[config.mk]
export PLATFORM = sky130hd
export DESIGN_NAME = shift_seq_ctrl
export DESIGN_NICKNAME = d
export VERILOG_FILES = /design/src/rtl/shift_seq_ctrl.sv
export SDC_FILE = /design/constraint.sdc
export NUM_CORES = 1
export LEC_CHECK = 0
export CAP_MARGIN = 20
export CORE_ASPECT_RATIO = 1.25
export CORE_MARGIN = 4
export CORE_UTILIZATION = 59
export CTS_BUF_LIST = sky130_fd_sc_hd__clkbuf_4
export CTS_CLUSTER_DIAMETER = 120
export DETAILED_ROUTE_END_ITERATION = 10
export GPL_TIMING_DRIVEN = 0
export PLACE_DENSITY = 0.85
export REMOVE_ABC_BUFFERS = 1
export SLEW_MARGIN = 20
export SYNTH_ARGS = -nofsm -noshare
export SYNTH_HDL_FRONTEND = slang
export SYNTH_SLANG_ARGS = --single-unit
[constraint.sdc]
create_clock -name clk -period 6.1 [get_ports clk]
set_clock_uncertainty 0.05 [all_clocks]
set_input_delay 0.915 -clock clk [delete_from_list [all_inputs] [get_ports clk]]
set_output_delay 0.915 -clock clk [all_outputs]
set_load 0.02 [all_outputs]
[src/rtl/shift_seq_ctrl.sv]
// Multi-cycle SLL/SRL/SRA sequencer: shifts by up to STEP bits per clock with start/done handshake.
// Optional SHIFT_SEQ_EARLY_EXIT_EN finishes as soon as the working value is saturated.
module shift_seq_ctrl #(
  parameter int unsigned STEP = 4
) (
  input  logic        clk,
  input  logic        rst,
  input  logic        start,
  input  logic        abort,
  input  logic [1:0]  op,
  input  logic [31:0] a,
  input  logic [4:0]  shamt,
  output logic        busy,
  output logic        done,
  output logic [31:0] result
);

  localparam logic [1:0] ST_IDLE  = 2'd0;
  localparam logic [1:0] ST_SHIFT = 2'd1;
  localparam logic [1:0] ST_DONE  = 2'd2;

  localparam logic [4:0] STEP_AMT = 5'(STEP);

  logic [1:0]  r_state;
  logic [1:0]  w_state_d;
  logic [31:0] r_work;
  logic [4:0]  r_rem;
  logic        r_left;
  logic        r_fill;
  logic [31:0] r_result;

  logic        w_accept;
  logic [4:0]  w_amt;
  logic [4:0]  w_rem_next;
  logic [31:0] w_shifted;
  logic        w_finish;

  assign w_accept   = start & ~abort & (r_state != ST_SHIFT);
  assign w_amt      = (r_rem < STEP_AMT) ? r_rem : STEP_AMT;
  assign w_rem_next = r_rem - w_amt;

  // r_fill is the captured sign for SRA and 0 for SRL, so one OR covers both right shifts.
  always_comb begin
    w_shifted = r_work;
    if (r_left) begin
      w_shifted = r_work << w_amt;
    end else begin
      w_shifted = (r_work >> w_amt) | (r_fill ? ~(32'hFFFF_FFFF >> w_amt) : 32'h0000_0000);
    end
  end

`ifdef SHIFT_SEQ_EARLY_EXIT_EN
  logic w_sat;
  assign w_sat    = (w_shifted == {32{r_fill}});
  assign w_finish = (w_rem_next == 5'd0) | w_sat;
`else
  assign w_finish = (w_rem_next == 5'd0);
`endif

  always_comb begin
    w_state_d = r_state;
    if (abort) begin
      w_state_d = ST_IDLE;
    end else begin
      case (r_state)
        ST_IDLE, ST_DONE: begin
          if (start) begin
            w_state_d = (shamt == 5'd0) ? ST_DONE : ST_SHIFT;
          end else begin
            w_state_d = ST_IDLE;
          end
        end
        ST_SHIFT: begin
          w_state_d = w_finish ? ST_DONE : ST_SHIFT;
        end
        default: w_state_d = ST_IDLE;
      endcase
    end
  end

  always_ff @(posedge clk or posedge rst) begin
    if (rst) begin
      r_state  <= ST_IDLE;
      r_work   <= 32'h0000_0000;
      r_rem    <= 5'd0;
      r_left   <= 1'b0;
      r_fill   <= 1'b0;
      r_result <= 32'h0000_0000;
    end else begin
      r_state <= w_state_d;
      if (w_accept) begin
        r_work <= a;
        r_rem  <= shamt;
        r_left <= (op == 2'b00);
        r_fill <= op[1] & a[31];
        if (shamt == 5'd0) begin
          r_result <= a;
        end
      end else if ((r_state == ST_SHIFT) && !abort) begin
        r_work <= w_shifted;
        r_rem  <= w_rem_next;
        if (w_finish) begin
          r_result <= w_shifted;
        end
      end
    end
  end

  assign busy   = (r_state == ST_SHIFT);
  assign done   = (r_state == ST_DONE);
  assign result = r_result;

endmodule
== Word-level counts from Yosys, hierarchy flattened ==
Cells that the tools add are included.
W data, S select, Z words.
Storage, ports and cells
  bits of input ports: 43
  word-level logic and storage cells: 47
  bits in registers: 73
Cells by class
  multiplexer cells: 16
  order comparisons: 1
  $add $sub $neg: 1
  shift operators: 3
  equal/unequal tests: 4
  bitwise operators: 6
  reduce and logical (&&, ||, !) cells: 10
Operator list (count)
  $mux W32: 8
  $not A32 Y32: 1
  $or A32 B32 Y32: 1
  $shl A32 B5 Y32: 1
  $shr A32 B5 Y32: 1
  $shr A32 B5 Y32 const A: 1
  $mux W5: 3
  $logic_not A5 Y1: 2
  $mux W2: 4
  $lt A5 B3 Y1 const B: 1
  $sub A5 B5 Y5: 1
  $logic_not A2 Y1: 2
  $ne A2 B1 Y1 const B: 2
  $pmux W2 S2: 1
  $reduce_bool A2 Y1: 2
  $and A1 B1 Y1: 3
  $reduce_and A3 Y1: 1
  $eq A2 B1 Y1 const B: 1
  $eq A2 B2 Y1 const B: 1
  $reduce_or A2 Y1: 1
  $logic_and A1 B1 Y1: 1
  $logic_not A1 Y1: 1
  $not A1 Y1: 1

== Depth between registers and ports, before layout ==
Gate-level depths: netlist of the first run.
  depth after elaboration: 10
  gate-level depth with buffers: 15

== Worst setup path before layout of the first run ==
No wires, ideal clock.
  kind: flip-flop to flip-flop
  start point: register r_rem[2]
  end point: register r_result[1], in the netlist result[1]
  cell stages (with the launch flop): 14
  clock period less this slack: 3.215 ns
  setup slack: 2.885 ns
  buffers on the path: 6
  arrival time: 3.026 ns
  path through: dfrtp_1 -> buf_6 -> buf_2 -> or3_1 -> buf_2 -> buf_1 -> nand2_1 -> ha_1 -> or4_1 -> a21o_1 -> buf_2 -> clkbuf_1 -> nand2_1 -> o31ai_1
Between the ends
  cells in the longest elaborated chain, start to end: 10
  elaborated cells on any way between the ends: 16
  those cells by class: add/sub (1); order compare (1); shift (3); mux (6); bitwise (2); reduce/logical (3)
Ends and longest elaborated chain
  from (decl): RTL line 27  | logic [4:0] r_rem;
  from (signal assigned): RTL line 93  | r_rem <= shamt;
  from (signal assigned): RTL line 101  | r_rem <= w_rem_next;
  $lt A5 B3 Y1: RTL line 39  | assign w_amt = (r_rem < STEP_AMT) ? r_rem : STEP_AMT;
  $mux W5: RTL line 39
  $shr A32 B5 Y32: RTL line 48  | w_shifted = (r_work >> w_amt) | (r_fill ? ~(32'hFFFF_FFFF >> w_amt) : 32'h0000_0000);
  $not A32 Y32: RTL line 48
  $mux W32: RTL line 48
  $or A32 B32 Y32: RTL line 48
  $mux W32: RTL line 45  | if (r_left) begin
  $mux W32: RTL line 102  | if (w_finish) begin
  $mux W32: RTL line 99  | end else if ((r_state == ST_SHIFT) && !abort) begin
  $mux W32: RTL line 91  | if (w_accept) begin
  to (signal assigned): RTL line 103  | r_result <= w_shifted;
  to (decl): RTL line 30  | logic [31:0] r_result;
Parallel ways exist; a longest one is shown, timed or not. The select of a mux whose other input is x is not followed.
A chain may end at the register's enable or synchronous reset.

== Worst setup path in the final report of the first run ==
  start point: register r_rem[2]
  end point: register r_result[31], in the netlist result[31]
The elaborated chain is that of the path after synthesis.

==> results of run 1 <==
==> layout make-up <==
class	instances	area [sq um]	share of cell area, %
Clock buffer	9	67.56	1.059
Inverter	5	21.27	0.3335
Tap cell	120	150.1	2.354
Sequential cell	73	1831	28.70
Timing Repair Buffer	83	885.9	13.89
Clock inverter	7	108.9	1.707
Multi-Input combinational cell	530	3311	51.91
Antenna cell	1	2.502	0.03924
==> registers in the layout, summed over array words and instances (netlist names) <==
register  flops
r_state       2
r_work       32
r_rem         5
r_left        1
result       32
r_fill        1
==> where the power goes <==
part,total (W),switching [W],internal (W)
clock,0.000384,0.000181,0.000203
sequential,0.00106,0.000378,0.000686
combinational,0.00149,0.000806,0.000686
==> per-stage QoR <==
step	setup WS, ns	util, %	area, sq um
after global routing	2.186	72.11	6377
after detailed placement	2.310	70.06	6196
after floorplan	2.679	-	5137
after CTS	2.281	72.06	6372
after global placement	1.739	68.39	6048
final	2.417	72.11	6377
==> cells by family (layout without fill, tap and decap cells) <==
logic type / count (synthesis) / count (layout)
adders and majority gates: 2 / 2
DFF: 73 / 73
other: 2 / 3
muxes: 54 / 54
AOI/OAI and AO/OA: 224 / 224
xor gates and xnor gates: 1 / 1
buffers and inverters: 71 / 104
and+or+nand+nor: 247 / 247
==> placed cells by master (no fill, tap or decap), types with 3 or more instances in the layout <==
| cell type | netlist | layout |
|---|---|---|
| o221ai_1 | 5 | 5 |
| o31ai_1 | 42 | 42 |
| nor2b_1 | 5 | 5 |
| a2bb2oi_1 | 4 | 4 |
| o21ai_0 | 40 | 40 |
| nand2_1 | 133 | 132 |
| a211oi_1 | 14 | 14 |
| mux2_2 | 7 | 7 |
| nor3_1 | 11 | 10 |
| clkbuf_4 | 0 | 9 |
| a21oi_1 | 40 | 40 |
| o22ai_1 | 16 | 16 |
| and2_1 | 7 | 7 |
| mux2i_1 | 44 | 44 |
| dfrtp_1 | 73 | 70 |
| a22oi_1 | 3 | 3 |
| o2111ai_1 | 3 | 3 |
| or4_1 | 3 | 3 |
| a21boi_0 | 3 | 3 |
| mux4_2 | 3 | 3 |
| a2111oi_2 | 3 | 3 |
| o211ai_1 | 11 | 11 |
| a211o_1 | 3 | 3 |
| a21o_1 | 4 | 3 |
| and3_1 | 5 | 5 |
| nand3_1 | 8 | 8 |
| a221oi_1 | 5 | 5 |
| nand2b_1 | 4 | 4 |
| clkdlybuf4s50_1 | 0 | 76 |
| a31oi_1 | 6 | 6 |
| bufinv_16 | 0 | 3 |
| clkinv_1 | 2 | 5 |
| dfrtp_2 | 0 | 3 |
| nor2_1 | 53 | 53 |
==> tightest hold or removal path, delay by kind of cell (launching register included) <==
family	cells	cell delay (ns)
AND/OR/NAND/NOR	1	0.05
flip-flops	1	0.36
AO/OA/AOI/OAI	1	0.05
==> per-layer routing <==
metal | wire length (microns) | vias to the layer above | share of wire, %
met5 | 0 | - | 0
met4 | 577 | 0 | 3.6
met3 | 1337 | 68 | 8.3
met2 | 7884 | 318 | 49
met1 | 6248 | 2648 | 39
li1 | - | 2543 | -
==> how the worst max path moves through the flow <==
stage,from,to,depth (start not counted)
2_1_floorplan,r_rem[2],result[21],6
3_3_place_gp,abort,result[27],6
3_5_place_dp,r_rem[2],result[31],7
4_1_cts,r_rem[2],result[31],7
5_1_grt,r_rem[2],result[31],7
6_report,r_rem[2],result[31],7
==> qor.yml, run 1 <==
logic_synthesis:
  ys_seq_area_share_pct: 33.56
  synth_ff_type: "dfrtp_1"
  synth_seq_cells: 73
  synth_xor_area_share_pct: 0.1609
  synth_top_family_by_area: "compound AO/OA/AOI/OAI gates"
  synthArstFlopShare_pct: 100.0
  yosys.area_share.adder_pct: 0.4598
  synthesis.instances: 674
  ys.warnings.count: 0
  synth_most_common_cell: "nand2_1"
  synth_top_area_cell: "dfrtp_1"
  synth.distinct_cells: 71
  synth_compound_area_share_pct: 28.32
  avgSynthCellArea_sq_um: 8.075
  synth_common_cells: "133 x nand2_1, 73 x dfrtp_1, 53 x nor2_1"
  syn_area_sq_um: 5443
  synth-simple-area-share_pct: 20.62
  synth_edf_count: 0
  muxShareOfSynthArea_pct: 10.78
  synthTopCellsByArea: "dfrtp_1 34%, nand2_1 9.2%, mux2i_1 8.1%"
  synth.top_cell.area_share_pct: 33.56
floorplan:
  dieArea_sq_um: 10840
  die_w_microns: 93.91
  row_count: 38
  initial_core_util_pct: 61.54
  core_area_sq_um: 8843
  die_h_microns: 115.4
  pin_count: 77
layout:
  fillers: 737
  stdcell_count: 828
  synthToLayoutAreaGrowth_pct: 17.17
  drive_above_1_share_pct: 7.496
  nets: 747
route:
  drt_wl_total_mm: 16.05
  viasPerCell: 6.736
  drt-initial-drc-count: 753
  final_antenna_net_count: 0
  drtPass1Iterations: 6
  detail_route.wl_per_cell_microns: 19.38
  drcViolationCount: 0
  dr_total_vias: 5577
timing:
  hold_viol_final: 0
  whs_ns: 0.4355
  final_max_slew_viol_count: 0
  setup_violations: 0
  min_period_ns: 3.683
  fmaxAchievable_mhz: 271.5
  fin_crit_sh_pct: 60.37
  relSlewSlack_pct: 30.35
  rsz0062_at_grt: "no"
  fin_setup_tns_ns: 0
  worst_pin_slew_ns: 1.045
global_route:
  grt_util_met3_pct: 5.301
  antenna_found_initial: 1
  grt_use_met1_pct: 38.85
  grt_max_degree: 63
  grt.busiest_layer: "met2"
  first_global_vias: 5438
  grt_pass1_wl_mm: 26.72
  track_usage_pct: 30.80
  use_met2_pct: 50.54
  grt.overflow.total: 0
power:
  ir_drop_mv: 0.2616
  p_leak_nw: 2.591
  power.density_nw_per_um2: 461.1
  power_w: 0.002940
worst_setup_path:
  ff2ff_setup_slack_ns: 2.42
  critPathSlowestCell: "or3_2"
  cp.arrival_ns: 3.99
  r2r-end: "result[31]"
  path_max_fanout: 31
  path_cells: "or3_2 -> nand2_1 -> ha_1 -> or4_1 -> a21o_2 -> buf_16 -> o31ai_1"
  cp.required_ns: 6.41
  r2r_start: "r_rem[2]"
  worst-setup-path-type: "register to register"
  path_buf_inv: 1
  start_kind: "register"
  path_delay_family: "simple AND/OR/NAND/NOR gates"
  slowest_delay_ns: 0.89
  ff2ff_path_depth: 7
  end_kind: "register"
clock_network:
  post_cts_resized: 0
  cts_tree: "done"
  htreeDepth: 3
  hold_buffers: 0
  cts_buffers: 9
  clockBufferDepth: 2
  cts-root-buf: "clkbuf_4"
  clk_pin_slew_ns: 0.12
  cts_sinks: 73
  clk_latency_ns: 0.46
  cts_setup_buffers: 0
run_status:
  status: "completed"
placed_design:
  hpwlAfterDp_mm: 10.65
  portBuffers: 76
  dp.cells: 811
  routabilityCongestion: 0.9000
hold_path:
  whs_path_depth: 2
  min_to: "result[20]"
  min_path_type: "register to register"
  min_from: "result[20]"
flow_run:
  max-cap-violations: 0
Note: power is estimated with default switching activity, not from simulation.
==> run 2, diff against run 1 <==
- CORE_UTILIZATION: 59 -> 57
- PLACE_DENSITY: 0.85 -> 0.83
- clock period: 6.1 -> 3.7 ns (I/O delays scaled with it)
==> qor.yml, run 2 (synthesis gave the netlist of run 1 again) <==
route:
  viasPerCell: 6.679  # -0.84%
  drt_wl_total_mm: 15.73  # -2.0%
  final_antenna_net_count: 0  # unchanged
  drcViolationCount: 0  # unchanged
  drt-initial-drc-count: 779  # +3.5%
  drtPass1Iterations: 7  # +1
  detail_route.wl_per_cell_microns: 18.97  # -2.1%
  dr_total_vias: 5537  # -0.72%
floorplan:
  die_w_microns: 95.40  # +1.6%
  dieArea_sq_um: 11190  # +3.2%
  row_count: 39  # +2.6%
  initial_core_util_pct: 59.02  # -2.5 points
  pin_count: 77  # unchanged
  core_area_sq_um: 9223  # +4.3%
  die_h_microns: 117.3  # +1.6%
timing:
  final_max_slew_viol_count: 0  # unchanged
  min_period_ns: 3.435  # -0.2479 ns
  relSlewSlack_pct: 36.18  # +5.8 points
  worst_pin_slew_ns: 0.9532  # -0.09151 ns
  hold_viol_final: 0  # unchanged
  fin_ws_ns: 0.2652  # -2.152 ns
  rsz0062_at_grt: "no"
  fin_crit_sh_pct: 92.83  # +32 points
  fmaxAchievable_mhz: 291.1  # +7.2%
  setup_violations: 0  # unchanged
worst_setup_path:
  end_kind: "register"
  path_max_fanout: 31  # unchanged
  start_kind: "register"
  worst-setup-path-type: "register to register"
  cp.arrival_ns: 3.74  # -0.25 ns
  cp.required_ns: 4.01  # -2.40 ns
layout:
  diodes: 0  # -1
  seqCellArea_sq_um: 1831  # unchanged
  fillers: 729  # -1.1%
  nets: 747  # unchanged
  final_common_cell: "nand2_1"
  drive_above_1_share_pct: 7.649  # +0.15 points
  final_cell_mix: "132 x nand2_1, 76 x clkdlybuf4s50_1, 70 x dfrtp_1, 53 x nor2_1, 44 x mux2i_1"
  synthToLayoutAreaGrowth_pct: 16.78
  multi_input_area_sq_um: 3317  # +0.19%
global_route:
  grt.overflow.total: 0  # unchanged
  first_global_vias: 5231  # -3.8%
  grt_pass1_wl_mm: 25.70  # -3.8%
  antenna_found_initial: 0  # -1
  track_usage_pct: 28.91  # -1.9 points
  grt_max_degree: 63  # unchanged
clock_network:
  hold_buffers: 0  # unchanged
  htreeDepth: 3  # unchanged
  cts_buffers: 9  # unchanged
  cts_tree: "done"
  cts_setup_buffers: 0  # unchanged
  clockBufferDepth: 2  # unchanged
  clk_pin_slew_ns: 0.13  # about the same
  cts_sinks: 73  # unchanged
  clk_latency_ns: 0.44  # -0.02 ns
  cts-root-buf: "clkbuf_4"
flow_run:
  max-cap-violations: 0  # unchanged
placed_design:
  routabilityCongestion: 0.9123  # +1.4%
  portBuffers: 76  # unchanged
  dpl_worst_slack_ns: -0.08690  # -2.397 ns
  hpwlAfterDp_mm: 10.51  # -1.3%
power:
  power.density_nw_per_um2: 749.7  # +63%
  power_w: 0.004765  # +62%
  ir_drop_mv: 0.4413  # +69%
  p_leak_nw: 2.579  # -0.48%
hold_path:
  min_path_type: "input pin to async pin"
run_status:
  status: "completed"
[run 2: final timing paths]
kind	startpoint	end	slack, ns	cells after the start
worst min-delay path	rst	result[12]	0.42	2
worst max-delay path	r_rem[2]	result[4]	0.27	7
max in group asynchronous	rst	r_left	2.60	3
worst min register to register	result[19]	result[19]	0.44	2
min in group clk	result[19]	result[19]	0.44	2
worst max register to register	r_rem[2]	result[4]	0.27	7
[run 2: layout make-up]
type                            count  share of cell area (%)
Clock buffer                        9                   1.063
Clock inverter                      6                   1.319
Inverter                            5                  0.3346
Multi-Input combinational cell    530                   52.18
Sequential cell                    73                   28.80
Tap cell                          123                   2.421
Timing Repair Buffer               83                   13.88
[run 2: layer usage]
metal / routed length (microns) / global-route usage, % / up-vias
li1: - / - / 2548
met1: 6288 / 37.00 / 2580
met2: 7684 / 47.55 / 353
met3: 1309 / 5.115 / 56
met4: 446 / 13.47 / 0
met5: 0 / 0 / -
[run 2: critical path: stages (launching register included)]
cell     delay, ns
dfrtp_1       0.64
or3_4         0.67
nand2_1       0.17
ha_1          0.27
or4_1         0.59
a21o_2        0.44
buf_16        0.25
o31ai_1       0.26
[run 2: power breakdown]
| group | internal, W | switching, W |
|---|---|---|
| clock | 0.000267 | 0.000298 |
| combinational | 0.00113 | 0.00132 |
| sequential | 0.00113 | 0.000615 |
| total | 0.00253 | 0.00223 |
[run 2: what timing repair did]
action / 4_1_cts / 5_1_grt
resized for setup: 1 / 1
cloned: 0 / 0
setup endpoints to repair: 13 / 15
[run 2: stage by stage]
| stage | cells | util [%] | hold WS, ns | TNS (ns) | instance area [sq um] |
|---|---|---|---|---|---|
| detailed placement | 814 | 67.18 | 0.4170 | -0.4474 | 6196 |
| global route | 829 | 68.92 | 0.4441 | 0 | 6356 |
| finish | 829 | 68.92 | 0.4189 | 0 | 6356 |
| floorplan | 608 | - | 0.4381 | 0 | 5137 |
| global placement | 807 | 65.62 | 0.4084 | -27.17 | 6052 |
| CTS | 829 | 68.84 | 0.4181 | 0 | 6349 |
